==> src/rtl/trap_ctrl_pkg.sv <==
// Shared types for the trap controller: FSM states, latched event kind,
// interrupt cause codes and the trap_info layout.
package trap_pkg;

    typedef enum logic [1:0] {
        ST_IDLE     = 2'd0,
        ST_DRAIN    = 2'd1,
        ST_COMMIT   = 2'd2,
        ST_REDIRECT = 2'd3
    } trap_state_e;

    typedef enum logic [1:0] {
        EV_NONE = 2'd0,
        EV_EXC  = 2'd1,
        EV_MRET = 2'd2,
        EV_IRQ  = 2'd3
    } trap_event_e;

    localparam logic [3:0] CAUSE_MEI = 4'd11;
    localparam logic [3:0] CAUSE_MSI = 4'd3;
    localparam logic [3:0] CAUSE_MTI = 4'd7;

    typedef struct packed {
        logic       is_irq;
        logic [3:0] code;
    } trap_info_t;

    // Fixed priority over enabled pending lines: external > software > timer.
    function automatic logic [3:0] irq_cause(input logic [2:0] pend);
        if (pend[0])      irq_cause = CAUSE_MEI;
        else if (pend[1]) irq_cause = CAUSE_MSI;
        else              irq_cause = CAUSE_MTI;
    endfunction

endpackage

==> src/rtl/trap_ctrl_irq_sync.sv <==
// Multi-flop synchronizer for the asynchronous interrupt lines, cleared by
// the asynchronous active-low reset.
module irq_sync #(
    parameter int STAGES = 2,
    parameter int W      = 3
) (
    input  logic         clk,
    input  logic         rst_n,
    input  logic [W-1:0] d_i,
    output logic [W-1:0] q_o
);

    logic [W-1:0] sync_q [STAGES];

    always_ff @(posedge clk or negedge rst_n) begin
        if (!rst_n) begin
            for (int i = 0; i < STAGES; i++) sync_q[i] <= '0;
        end else begin
            sync_q[0] <= d_i;
            for (int i = 1; i < STAGES; i++) sync_q[i] <= sync_q[i-1];
        end
    end

    assign q_o = sync_q[STAGES-1];

endmodule

==> src/rtl/trap_ctrl.sv <==
// Trap controller: arbitrates exceptions, mret and interrupts, drains the
// pipeline, commits the trap and hands the redirect target to fetch.
// Define TRAP_CTRL_VECTORED_EN to honour mtvec vectored mode for interrupts.
module trap_ctrl
    import trap_pkg::*;
#(
    parameter int SYNC_STAGES = 2
) (
    input  logic        ctrl_clk,
    input  logic        ctrl_reset_n,
    input  logic [2:0]  irq_raw,
    input  logic        ctrl_mie,
    input  logic [2:0]  ctrl_mxie,
    input  logic [31:0] mtvec,
    input  logic [31:0] mepc,
    input  logic        exc_valid,
    input  logic [3:0]  exc_code,
    input  logic [31:0] exc_pc,
    input  logic        mret_valid,
    input  logic [31:0] irq_pc,
    output logic        req_ready,
    output logic        drain_req,
    input  logic        drain_ack,
    output logic [2:0]  ctrl_mxip,
    output logic        ctrl_trap,
    output logic        ctrl_mret,
    output logic [31:0] trap_pc,
    output trap_info_t  trap_info,
    output logic        redirect_valid,
    output logic [31:0] redirect_pc,
    input  logic        redirect_ready,
    output trap_state_e dbg_state_o
);

    // Handshakes: an exc/mret request is taken on a rising edge where it is
    // valid and req_ready is 1; drain completes on the first edge with
    // drain_ack=1 while drain_req=1; redirect completes on the first edge with
    // redirect_ready=1 while redirect_valid=1, and redirect_pc is stable until then.

    trap_state_e state_q, state_d;
    trap_event_e kind_q, kind_d;
    logic [3:0]  code_q, code_d;
    logic [31:0] pc_q, pc_d;
    logic [31:0] redir_pc_q, redir_pc_d;
    logic        ready_q, ready_d;
    logic        irq_pending;
    logic [31:0] trap_base;
    logic [31:0] trap_target;

    irq_sync #(
        .STAGES(SYNC_STAGES),
        .W     (3)
    ) u_irq_sync (
        .clk  (ctrl_clk),
        .rst_n(ctrl_reset_n),
        .d_i  (irq_raw),
        .q_o  (ctrl_mxip)
    );

    assign irq_pending = ctrl_mie & (|(ctrl_mxip & ctrl_mxie));
    assign trap_base   = {mtvec[31:2], 2'b00};

`ifdef TRAP_CTRL_VECTORED_EN
    always_comb begin
        trap_target = trap_base;
        if (kind_q == EV_IRQ && mtvec[1:0] == 2'b01)
            trap_target = trap_base + {26'd0, code_q, 2'b00};
    end
`else
    logic unused_mtvec_mode;
    assign unused_mtvec_mode = ^mtvec[1:0];
    assign trap_target       = trap_base;
`endif

    always_ff @(posedge ctrl_clk or negedge ctrl_reset_n) begin
        if (!ctrl_reset_n) begin
            state_q    <= ST_IDLE;
            kind_q     <= EV_NONE;
            code_q     <= '0;
            pc_q       <= '0;
            redir_pc_q <= '0;
            ready_q    <= 1'b0;
        end else begin
            state_q    <= state_d;
            kind_q     <= kind_d;
            code_q     <= code_d;
            pc_q       <= pc_d;
            redir_pc_q <= redir_pc_d;
            ready_q    <= ready_d;
        end
    end

    // ready_q mirrors "next state is IDLE" so req_ready stays 0 while reset
    // is held and during the first cycle after release.
    always_comb begin
        state_d    = state_q;
        kind_d     = kind_q;
        code_d     = code_q;
        pc_d       = pc_q;
        redir_pc_d = redir_pc_q;
        case (state_q)
            ST_IDLE: begin
                if (ready_q) begin
                    if (exc_valid) begin
                        kind_d  = EV_EXC;
                        code_d  = exc_code;
                        pc_d    = exc_pc;
                        state_d = ST_DRAIN;
                    end else if (mret_valid) begin
                        kind_d  = EV_MRET;
                        code_d  = '0;
                        pc_d    = '0;
                        state_d = ST_DRAIN;
                    end else if (irq_pending) begin
                        kind_d  = EV_IRQ;
                        code_d  = irq_cause(ctrl_mxip & ctrl_mxie);
                        pc_d    = irq_pc;
                        state_d = ST_DRAIN;
                    end
                end
            end
            ST_DRAIN: begin
                if (drain_ack) state_d = ST_COMMIT;
            end
            ST_COMMIT: begin
                redir_pc_d = (kind_q == EV_MRET) ? mepc : trap_target;
                state_d    = ST_REDIRECT;
            end
            ST_REDIRECT: begin
                if (redirect_ready) state_d = ST_IDLE;
            end
            default: state_d = ST_IDLE;
        endcase
        ready_d = (state_d == ST_IDLE);
    end

    assign req_ready      = ready_q;
    assign drain_req      = (state_q == ST_DRAIN);
    assign ctrl_trap      = (state_q == ST_COMMIT);
    assign ctrl_mret      = (state_q == ST_COMMIT) && (kind_q == EV_MRET);
    assign trap_pc        = (state_q == ST_COMMIT) ? pc_q : 32'd0;
    assign trap_info      = (state_q == ST_COMMIT) ?
                            trap_info_t'{is_irq: (kind_q == EV_IRQ), code: code_q} :
                            trap_info_t'(5'd0);
    assign redirect_valid = (state_q == ST_REDIRECT);
    assign redirect_pc    = redir_pc_q;
    assign dbg_state_o    = state_q;

endmodule

==> config.mk <==
export PLATFORM = sky130hd
export DESIGN_NAME = trap_ctrl
export DESIGN_NICKNAME = d
export VERILOG_FILES = /design/src/rtl/trap_ctrl_pkg.sv /design/src/rtl/trap_ctrl_irq_sync.sv /design/src/rtl/trap_ctrl.sv
export SDC_FILE = /design/constraint.sdc
export NUM_CORES = 1
export LEC_CHECK = 0
export CAP_MARGIN = 20
export CORE_MARGIN = 4
export CORE_UTILIZATION = 41
export CTS_CLUSTER_SIZE = 24
export DETAILED_ROUTE_END_ITERATION = 8
export PLACE_DENSITY = 0.86
export RECOVER_POWER = 100
export SYNTH_ARGS = -nofsm -noshare
export SYNTH_HDL_FRONTEND = slang
export SYNTH_SLANG_ARGS = --single-unit
==> constraint.sdc <==
create_clock -name ctrl_clk -period 3.2 [get_ports ctrl_clk]
set_input_delay 0.32 -clock ctrl_clk [delete_from_list [all_inputs] [get_ports ctrl_clk]]
set_output_delay 0.32 -clock ctrl_clk [all_outputs]
set_load 0.03 [all_outputs]
**Word-level counts from Yosys, hierarchy flattened**

Cells that the tools add are included.

- Flip-flop bits (word level): 79
- Output and inout port bits: 79

- Eq/ne operators: 5
- Mux-type cells: 21
- Bitwise operators: 2
- Reductions and logical operators: 6

Operators with widths:

| cell | count |
|---|---|
| 32-bit 2-to-1 mux | 5 |
| 2-bit 2-to-1 mux | 9 |
| 4-bit 2-to-1 mux | 4 |
| 2-bit equality test, second input constant | 4 |
| 2-bit case mux with 4 select lines | 1 |
| 5-bit 2-to-1 mux | 1 |
| 2-bit logical NOT | 2 |
| 3-bit AND | 1 |
| 3-bit 2-to-1 mux | 1 |
| 3-bit AND reduction | 1 |
| 3-bit nonzero test | 1 |
| 3-bit OR reduction | 1 |
| 2-bit by 1-bit equality test with 1-bit output, second input constant | 1 |
| 1-bit AND | 1 |
| 1-bit logical AND | 1 |

**Longest topological paths before layout**

Gate-level depths: netlist of run 1.

- Depth after elaboration: 9
- Gate-level depth with buffers: 5
- Mapped depth without buffers: 4

**Hierarchy**

From an unflattened synthesis of run 1, not the netlist that was laid out.

- Cell total of the unflattened synthesis: 335
- Area total of the unflattened synthesis: 3920.0 µm²

Modules (own cells, without submodules):

| module | instances | cells each | area each (µm²) | sequential area each (µm²) |
|---|---|---|---|---|
| trap_ctrl | 1 | 326 | 3747.3 | 1826.8 |
| irq_sync | 1 | 9 | 172.7 | 150.1 |

**Least setup slack after synthesis of run 1**

OpenSTA, ideal clock, no wires.

- Kind: reg2out
- From: register state_q[0], in the netlist dbg_state_o[0]
- To: output port trap_info[4] (netlist name)
- Data arrival time: 1.819 ns
- Slack: 1.061 ns
- Stages on the path, launching flop included: 5
- Path buffers: 2
- Path through: dfrtp_1 > nand2b_1 > clkbuf_1 > clkbuf_1 > nor3_1

RTL lines:

| what | line | source |
|---|---|---|
| start: declaration | trap_ctrl.sv:40 | `trap_state_e state_q, state_d;` |
| start signal: assignment | trap_ctrl.sv:84 | `state_q <= state_d;` |
| end: declaration | trap_ctrl.sv:28 | `output trap_info_t trap_info,` |

**Worst setup path after layout of run 1**

- From: register state_q[0], in the netlist dbg_state_o[0]
- To: output port trap_pc[7]

- Cells in the longest elaborated chain, start to end: 2

RTL lines:

| what | line | source |
|---|---|---|
| 2-bit equality test | trap_ctrl.sv:141 | `assign trap_pc = (state_q == ST_COMMIT) ? pc_q : 32'd0;` |
| 32-bit 2-to-1 mux | trap_ctrl.sv:141 |  |
| end: declaration | trap_ctrl.sv:27 | `output logic [31:0] trap_pc,` |

No other way between the ends.

==> flow_summary.yaml, run 1 <==
clocking:
  cts_root_buffer: "clkbuf_8"
  tritoncts: "yes"
  cts_max_level: 3
  clockBufferDepth: 2
  clkTransAtPathRegs_ps: 80
  cts_buffers: 9
  clkLatencyLatePin_ps: 340
  cts.sinks: 79
  ctsResizeCount: 0
synth:
  ys_seq_area_share_pct: 52.1
  synth_top_area_cell: "dfrtp_1"
  synth_ff_type: "dfrtp_1"
  syn_inst: 333
  netlist_area_sq_um: 3790
  synth_top_area_share_pct: 52.1
  syn_nets: 478
  synth_cell_types: 28
  yosysMostFrequentCell: "dfrtp_1"
  synth_edf_count: 0
  ys_warn_count: 0
  synth_common_cells: "dfrtp_1 (79), a22o_1 (34), and2_1 (34)"
  syn_avg_cell_area_sq_um: 11.4
  ys_ff_latch: 79
  async_flop_share_pct: 100
  yosys-top-cells-area: "dfrtp_1 (52%), mux2_1 (9.8%), mux2i_1 (8.7%), a22o_1 (7.8%), and2_1 (5.6%)"
floorplan:
  fp.dieArea_sq_um: 10900
  coreArea_sq_um: 8850
  rows: 34
  die_x_microns: 104
  die_h_microns: 104
  boundaryPins: 224
  initial_utilization_pct: 42.9
global_routing:
  grt_overflow: 0
  grt_pass1_wl_microns: 17800
  grt_pass1_vias: 3511
  grt_max_degree: 80
  antenna_found_initial: 0
  track_usage_pct: 20.2
worst_hold_path:
  hold_class: "flop to flop"
final_layout:
  fin_util_pct: 70.2
  drive_gt1_share_pct: 4.36
  design_area_sq_um: 6210
  design.final.nets: 690
  antenna_cells: 0
  area_growth_pct: 63.8
critical_path:
  cp-start-kind: "flop"
  critPathMaxStageDelay_ps: 750
  crit_type: "flop to output pin"
  cp_max_fo: 34
  critical_path.cell_chain: "nand2b_1, inv_1, buf_4, and2_1, dlygate4sd3_1"
  slowest_stage: "dlygate4sd3_1"
  end_kind: "output pin"
  cp.required_ps: 2880
  cp.arrival_ps: 2330
sta:
  fin_skew_ps: 12.4
  timing.fmax_mhz: 378
  relSlewSlack_pct: -14.0
  setup_violations: 0
  finalCritPeriodShare_pct: 82.7
  setup_tns_ps: 0
  final-hold-violation-count: 0
  fin_crit_ps: 2650
  tightest_slew_ps: 1710
  rsz0062_at_grt: "false"
  slew_viol_final: 73
routing:
  via_per_inst: 4.96
  drtIter0Drc: 117
  drt_pre_antenna_iters: 4
  dr_total_vias: 3263
  totalWireLength_microns: 10800
  routedWlPerCell_microns: 16.4
  ant_nets: 0
  drc: 0
run:
  max_cap_violations: 1
run_status:
  failed_checks: "capacitance limit, slew limit"
  outcome: "finished, violations left"
power:
  leakage_nw: 2.81
  peakVddDrop_v: 0.000442
  power_density_nw_per_um2: 785
placed_design:
  place_area_sq_um: 6050
  dp_hpwl_microns: 8350
  place.gp.congestion: 0.791
  numPortBuffers: 221
-- final timing paths --
kind | startpoint | endpoint | slack [ps] | cells after the start
max reg2reg | u_irq_sync.q_o[1]$_DFF_PN0_ | pc_q[14]$_DFFE_PN0P_ | 920 | 4
max in group asynchronous | ctrl_reset_n | redirect_pc[26]$_DFFE_PN0P_ | 810 | 3
min reg2reg | u_irq_sync.sync_q[5]$_DFF_PN0_ | u_irq_sync.q_o[2]$_DFF_PN0_ | 350 | 0
max | dbg_state_o[0]$_DFF_PN0_ | trap_pc[7] | 550 | 5
min in group asynchronous | ctrl_reset_n | pc_q[23]$_DFFE_PN0P_ | 420 | 2
min | u_irq_sync.sync_q[5]$_DFF_PN0_ | u_irq_sync.q_o[2]$_DFF_PN0_ | 350 | 0
-- power breakdown --
group          switching [W]  internal [W]
clock network       0.000353      0.000302
registers           0.000210       0.00144
logic                0.00151       0.00106
-- cell families (layout without fill, tap and decap cells) --
logic type,count (synthesis),after routing,synth area share (%)
muxes,66,66,18.5
DFF,79,79,52.1
AOI/OAI and AO/OA,75,75,14.0
buffers and inverters,33,250,4.45
and+or+nand+nor,80,80,10.9
-- layout by cell type (no fill, tap or decap), types with 2 or more instances in the layout --
master,netlist,final
mux2i_1,33,33
o21ai_0,30,30
nand2_1,31,31
nor2_1,6,4
buf_4,3,3
nor3_1,2,2
dlygate4sd3_1,0,83
dfrtp_1,79,79
nor3b_1,1,2
clkinvlp_4,0,2
a21oi_1,4,4
mux2_1,33,33
clkdlybuf4s50_1,0,138
and2_1,34,34
clkinv_2,0,2
a22o_1,34,34
clkbuf_8,0,10
clkbuf_2,0,3
a21o_1,1,2
inv_1,6,6
nand2b_1,2,2
clkbuf_1,17,2
-- area by class of cell --
type	count	area [sq um]
Clock buffer	11	141
Fill cell	664	2630
Tap cell	108	135
Multi-Input combinational cell	221	1650
Inverter	6	22.5
Timing Repair Buffer	228	2250
Clock inverter	5	33.8
Sequential cell	79	1980
-- metal layers --
metal  track usage, %  vias to the layer above  part of all wire [%]
li1                 -                     1586                     -
met2             34.3                      163                    48
met1             23.5                     1508                    40
met4             4.08                        0                  0.57
met5                0                        -                     0
met3             9.31                        6                    11
-- flip-flops by register name (all words and copies together), names as in the netlist --
| register | cells |
|---|---|
| kind_q | 2 |
| req_ready | 1 |
| u_irq_sync.q_o | 3 |
| code_q | 4 |
| u_irq_sync.sync_q | 3 |
| pc_q | 32 |
| dbg_state_o | 2 |
| redirect_pc | 32 |
-- stage by stage --
step                setup WS (ps)  power, W  hold WS, ps  std cells
finish                        554   0.00488          353        658
global route                  303   0.00522          362        658
CTS                           594   0.00510          175        656
detailed placement            894   0.00443          336        640
global placement              947   0.00436          333        640
floorplan                    1060   0.00327         24.4        333
-- timing repair --
item                                    4_1_cts  5_1_grt
endpoints found under the hold margin         0        7
hold buffers                                  0        1
endpoints found under the setup margin        0        0
buffers inserted                              0        0
-- critical path, delay by kind of cell (launching register included) --
kind          cells  cell delay, ps
flops             1             430
buf+inv           3            1120
simple gates      2             440
No activity file was read; power rests on OpenSTA's default activity.
==> inputs of run 2 (changes only) <==
--- a/config.mk
+++ b/config.mk
@@ -7,10 +7,10 @@
 export LEC_CHECK = 0
 export CAP_MARGIN = 20
 export CORE_MARGIN = 4
-export CORE_UTILIZATION = 41
+export CORE_UTILIZATION = 34
 export CTS_CLUSTER_SIZE = 24
 export DETAILED_ROUTE_END_ITERATION = 8
-export PLACE_DENSITY = 0.86
+export PLACE_DENSITY = 0.77
 export RECOVER_POWER = 100
 export SYNTH_ARGS = -nofsm -noshare
 export SYNTH_HDL_FRONTEND = slang
==> constraint.sdc (replaced) <==
create_clock -name ctrl_clk -period 2.1 [get_ports ctrl_clk]
set_input_delay 0.21 -clock ctrl_clk [delete_from_list [all_inputs] [get_ports ctrl_clk]]
set_output_delay 0.21 -clock ctrl_clk [all_outputs]
set_load 0.03 [all_outputs]
==> run 2 against run 1 <==
  * The flow now finishes without violations
  * Critical path depth unchanged
  * Combinational power increased by 51%
  * Non-clock buffer count increased by 5
  * Global-route usage decreased by 4.2 points
  * First-iteration DRC count decreased by 25%
  * Sequential cell count unchanged
  * Wire length decreased by 2.1%
  * Die area increased by 19%
  * Cell count increased by 5.6%
  * Critical path type unchanged
  * Sequential power increased by 52%
  * Utilization decreased by 14 points
==> flow_summary.yaml, run 2 (synthesized netlist as in run 1, its figures left out) <==
global_routing:
  grt_overflow: 0
  grt_pass1_wl_microns: 16500
  grt_max_degree: 66
  track_usage_pct: 16.0
  grt_pass1_vias: 3320
  antenna_found_initial: 0
sta:
  slew_viol_final: 0
  fin_skew_ps: 8.06
  timing.fmax_mhz: 518
  final-hold-violation-count: 0
  tightest_slew_ps: 957
  rsz0062_at_grt: "false"
  finalCritPeriodShare_pct: 92.0
  holdWs_ps: 352
  fin_crit_ps: 1930
  timing.final.ws_setup_ps: 169
  setup_violations: 0
  setup_tns_ps: 0
  relSlewSlack_pct: 36.2
critical_path:
  cp.arrival_ps: 1720
  critical_path.cell_chain: "nand2b_2, inv_1, buf_4, and2_1, clkbuf_2"
  slowest_stage: "dfrtp_1"
  cp.required_ps: 1890
  end_kind: "output pin"
  cp_num_buf_inv: 3
  crit_type: "flop to output pin"
  cp-start-kind: "flop"
  cp_top_family: "buffers and inverters"
  cp_max_fo: 34
  critPathMaxStageDelay_ps: 430
floorplan:
  initial_utilization_pct: 34.8
  boundaryPins: 224
  die_x_microns: 114
  die_h_microns: 114
  rows: 38
  fp.dieArea_sq_um: 12900
  coreArea_sq_um: 10900
power:
  seq_power_share_pct: 34.0
  power_density_nw_per_um2: 1200
  peakVddDrop_v: 0.000674
  comb_power_share_pct: 52.7
  swShare_pct: 42.8
  leakage_nw: 2.76
  pwr-share-clk_pct: 13.2
  p_int_w: 0.00422
  power_switching_w: 0.00315
placed_design:
  dp_cells: 678
  place.gp.congestion: 0.731
  dp_worst_setup_slack_ps: 9.96
  numPortBuffers: 221
  dp_hpwl_microns: 8350
routing:
  ant_nets: 0
  totalWireLength_microns: 10600
  via_per_inst: 4.66
  drt_pre_antenna_iters: 4
  drc: 0
  routedWlPerCell_microns: 15.2
  dr_total_vias: 3237
  drtIter0Drc: 88
final_layout:
  layout_commonest_cell: "clkdlybuf4s50_1"
  antenna_cells: 0
  layout_common_cells: "clkdlybuf4s50_1 (137), dfrtp_1 (79), dlygate4sd3_1 (44)"
  drive_gt1_share_pct: 12.3
  area_growth_pct: 62.5
  nFillCells: 946
  design.final.nets: 695
  final_cells: 695
clocking:
  cts_buffers: 9
  cts.sinks: 79
  cts_max_level: 3
  clkTransAtPathRegs_ps: 80
  cts_root_buffer: "clkbuf_8"
  tritoncts: "yes"
  clockBufferDepth: 2
  post_cts_buffers: 0
  clkLatencyLatePin_ps: 340
run:
  max_cap_violations: 0
worst_hold_path:
  hold_class: "flop to flop"
run_status:
  outcome: "finished, final reports clean"
run 2: worst paths after layout:
path | start | endpoint | slack, ps | cells past startpoint
min in group asynchronous | ctrl_reset_n | pc_q[13]$_DFFE_PN0P_ | 500 | 2
worst max register to register | kind_q[1]$_DFFE_PN0P_ | redirect_pc[14]$_DFFE_PN0P_ | 270 | 5
worst max-delay path | dbg_state_o[0]$_DFF_PN0_ | trap_pc[31] | 170 | 5
worst min register to register | u_irq_sync.sync_q[5]$_DFF_PN0_ | u_irq_sync.q_o[2]$_DFF_PN0_ | 350 | 0
worst min-delay path | u_irq_sync.sync_q[5]$_DFF_PN0_ | u_irq_sync.q_o[2]$_DFF_PN0_ | 350 | 0
max in group asynchronous | ctrl_reset_n | code_q[2]$_DFFE_PN0P_ | 390 | 3
run 2: power groups by stage:
stage                     clock (W)  sequential, W  combinational [W]
final                      0.000976        0.00251            0.00389
after global routing        0.00108        0.00260            0.00419
after CTS                   0.00102        0.00253            0.00417
after detailed placement          0        0.00256            0.00416
after global placement            0        0.00252            0.00409
after floorplan                   0        0.00314            0.00185
run 2: final cells by class:
cell class | count | area [sq um] | share of cell area (%)
clock inverters | 6 | 37.5 | 0.609
well taps | 140 | 175 | 2.84
clock buffers | 10 | 128 | 2.07
multi-input cells | 221 | 1650 | 26.7
flip-flops and latches | 79 | 1980 | 32.1
inverters | 6 | 22.5 | 0.365
repair buffers | 233 | 2180 | 35.3
run 2: routing by layer:
layer / wire [microns] / vias to the layer above / global-route usage (%)
met5: 0 / - / 0
met4: 143 / 0 / 5.69
met3: 868 / 13 / 4.99
met2: 5450 / 111 / 28.0
met1: 4100 / 1516 / 18.5
li1: - / 1597 / -
run 2: what timing repair did:
action                                  in CTS  in global routing
endpoints found under the hold margin       33                  0
endpoints found under the setup margin       0                  2
hold buffers                                 1                  0
gates resized for setup                      0                  2
run 2: per-stage QoR:
step	util [%]	cell area, sq um	power, W
after floorplan	-	3790	0.00498
after global placement	55.8	6080	0.00661
after detailed placement	55.8	6080	0.00672
after CTS	57.4	6250	0.00772
after global routing	56.6	6170	0.00787
final	56.6	6170	0.00737
run 2: worst register-to-register path: stages, from the launching register on:
cell	delay, ps
dfrtp_1	330
inv_1	90
nor2_4	110
clkbuf_2	730
mux2i_1	350
o21ai_0	100
==> inputs of run 3 (changes only) <==
--- a/config.mk
+++ b/config.mk
@@ -5,9 +5,10 @@
 export SDC_FILE = /design/constraint.sdc
 export NUM_CORES = 1
 export LEC_CHECK = 0
+export ABC_AREA = 1
 export CAP_MARGIN = 20
 export CORE_MARGIN = 4
-export CORE_UTILIZATION = 34
+export CORE_UTILIZATION = 35
 export CTS_CLUSTER_SIZE = 24
 export DETAILED_ROUTE_END_ITERATION = 8
 export PLACE_DENSITY = 0.77
==> run 3 against run 2 <==
  * Wire length rose by 24%
  * Synthesized cell count rose by 71%
  * Non-clock buffer count is 2 higher
  * Setup slack got worse by 13 ps
  * Highest routed layer unchanged
  * Critical endpoint is now drain_req
  * Via count grew 33%
==> flow_summary.yaml, run 3 <==
power:
  power_density_nw_per_um2: 1260
  peakVddDrop_v: 0.000826
  leakage_nw: 3.23
clocking:
  cts_max_level: 3
  clkTransAtPathRegs_ps: 50
  post_cts_buffers: 0
  clkLatencyLatePin_ps: 320
  tritoncts: "yes"
  ctsResizeCount: 0
  cts_root_buffer: "clkbuf_16"
  cts.sinks: 79
  clockBufferDepth: 2
  cts_buffers: 9
routing:
  ant_nets: 0
  dr_total_vias: 4295
  totalWireLength_microns: 13100
  drtIter0Drc: 245
  via_per_inst: 4.65
  drc: 0
  routedWlPerCell_microns: 14.1
  drt_pre_antenna_iters: 4
synth:
  synth_compound_area_share_pct: 7.54
  synth-adder-area-share_pct: 0
  ys_seq_area_share_pct: 48.8
  yosys-top-cells-area: "dfrtp_1 (49%), nand2_1 (21%), nor2_1 (6.6%), o21ai_0 (6.3%), nand3_1 (4.9%)"
  synth_cell_types: 18
  synth_mux_area_share_pct: 0
  synth-xor-area-share_pct: 0
  yosysMostFrequentCell: "nand2_1"
  synth_ff_type: "dfrtp_1"
  async_flop_share_pct: 100
  synth_edf_count: 0
  synth_top_area_share_pct: 48.8
  syn_inst: 571
  yosys.area_share.simple_pct: 34.3
  synth_top_area_cell: "dfrtp_1"
  netlist_area_sq_um: 4050
  syn_avg_cell_area_sq_um: 7.09
  ys_ff_latch: 79
  ys_warn_count: 0
  syn_nets: 716
  synth_top_family_by_area: "simple AND/OR/NAND/NOR gates"
  synth_common_cells: "nand2_1 (229), dfrtp_1 (79), nor2_1 (71)"
global_routing:
  track_usage_pct: 19.6
  grt_pass1_vias: 4477
  grt_pass1_wl_microns: 20900
  antenna_found_initial: 0
  grt_max_degree: 44
  grt_overflow: 0
critical_path:
  critical_path.cell_chain: "inv_1, nor2_1, dlygate4sd3_1"
  cp-start-kind: "flop"
  cp.required_ps: 1890
  crit_type: "flop to output pin"
  end_kind: "output pin"
  critPathMaxStageDelay_ps: 770
  cp_max_fo: 5
  slowest_stage: "dlygate4sd3_1"
  cp.arrival_ps: 1730
worst_hold_path:
  hold_class: "flop to flop"
placed_design:
  numPortBuffers: 221
  place.gp.congestion: 0.826
  dp_hpwl_microns: 9930
  place_area_sq_um: 6300
final_layout:
  area_growth_pct: 59.3
  drive_gt1_share_pct: 8.32
  layout_commonest_cell: "nand2_1"
  layout_common_cells: "nand2_1 (230), clkdlybuf4s50_1 (137), dfrtp_1 (79)"
  antenna_cells: 0
  design.final.nets: 924
  design_area_sq_um: 6450
run:
  max_cap_violations: 0
floorplan:
  die_x_microns: 116
  initial_utilization_pct: 35.6
  boundaryPins: 224
  fp.dieArea_sq_um: 13400
  rows: 39
  die_h_microns: 116
  coreArea_sq_um: 11400
sta:
  slew_viol_final: 0
  tightest_slew_ps: 1100
  setup_violations: 0
  fin_crit_ps: 1940
  timing.fmax_mhz: 514
  rsz0062_at_grt: "false"
  setup_tns_ps: 0
  relSlewSlack_pct: 26.9
  finalCritPeriodShare_pct: 92.6
  final-hold-violation-count: 0
  fin_skew_ps: 4.65
run_status:
  outcome: "finished, final reports clean"
==> run 3: cell types whose count changed after synthesis, sizes merged, moves of 34 or more <==
cell / delta
a22o: -34
nor2: +68
inv: +41
nand2: +200
and2: -34
nand3: +40
==> run 3: area by class of cell <==
cell class / count / area (sq um)
flip-flops and latches: 79 / 1980
clock buffers: 12 / 267
repair buffers: 235 / 2160
fillers: 1079 / 4920
inverters: 47 / 176
multi-input cells: 407 / 1690
well taps: 143 / 179
clock inverters: 1 / 5.00
==> run 3: power by group <==
| group | switching [W] | internal (W) |
|---|---|---|
| registers | 0.000373 | 0.00224 |
| clock network | 0.000540 | 0.000875 |
| logic | 0.00270 | 0.00143 |
==> run 3: cells by family (layout without fill, tap and decap cells) <==
family	after synthesis	in the layout
simple gates	346	346
buf+inv	85	295
flops	79	79
compound gates	61	61
==> run 3: timing repair <==
action,CTS,global route
setup endpoints to repair,0,0
hold buffers,1,0
hold endpoints to repair,42,0
==> run 3: worst max-delay path: cells and delay by family (launching register included) <==
kind,cells,cell delay (ps)
buffers and inverters,2,850
DFF,1,410
and+or+nand+nor,1,160
==> run 3: metal layers <==
metal	part of all wire [%]	global-route usage, %	vias to the layer above
met5	0	0	-
met4	2.2	7.75	0
met3	5.6	3.08	24
met2	52	34.7	137
met1	40	24.0	1974
li1	-	-	2160
==> run 3: metrics by stage <==
| stage | util (%) | instances | worst slack (ps) | hold WS [ps] | power, W |
|---|---|---|---|---|---|
| 2_1_floorplan | - | 571 | 211 | -85.6 | 0.00523 |
| 3_3_place_gp | 55.4 | 910 | 292 | 242 | 0.00698 |
| 3_5_place_dp | 55.4 | 910 | 202 | 245 | 0.00711 |
| 4_1_cts | 57.9 | 924 | 164 | 317 | 0.00856 |
| 5_1_grt | 56.7 | 924 | 53.9 | 367 | 0.00881 |
| 6_report | 56.7 | 924 | 156 | 347 | 0.00816 |
==> run 3: path summary, 6_finish.rpt <==
| kind | cells after the start | from | slack, ps | end |
|---|---|---|---|---|
| min in group asynchronous | 2 | ctrl_reset_n | 640 | redirect_pc[15]$_DFFE_PN0P_ |
| max in group asynchronous | 3 | ctrl_reset_n | 680 | pc_q[29]$_DFFE_PN0P_ |
| min | 0 | u_irq_sync.sync_q[4]$_DFF_PN0_ | 350 | u_irq_sync.q_o[1]$_DFF_PN0_ |
| max reg2reg | 6 | dbg_state_o[1]$_DFF_PN0_ | 460 | redirect_pc[16]$_DFFE_PN0P_ |
| min reg2reg | 0 | u_irq_sync.sync_q[4]$_DFF_PN0_ | 350 | u_irq_sync.q_o[1]$_DFF_PN0_ |
| max | 3 | dbg_state_o[0]$_DFF_PN0_ | 160 | drain_req |
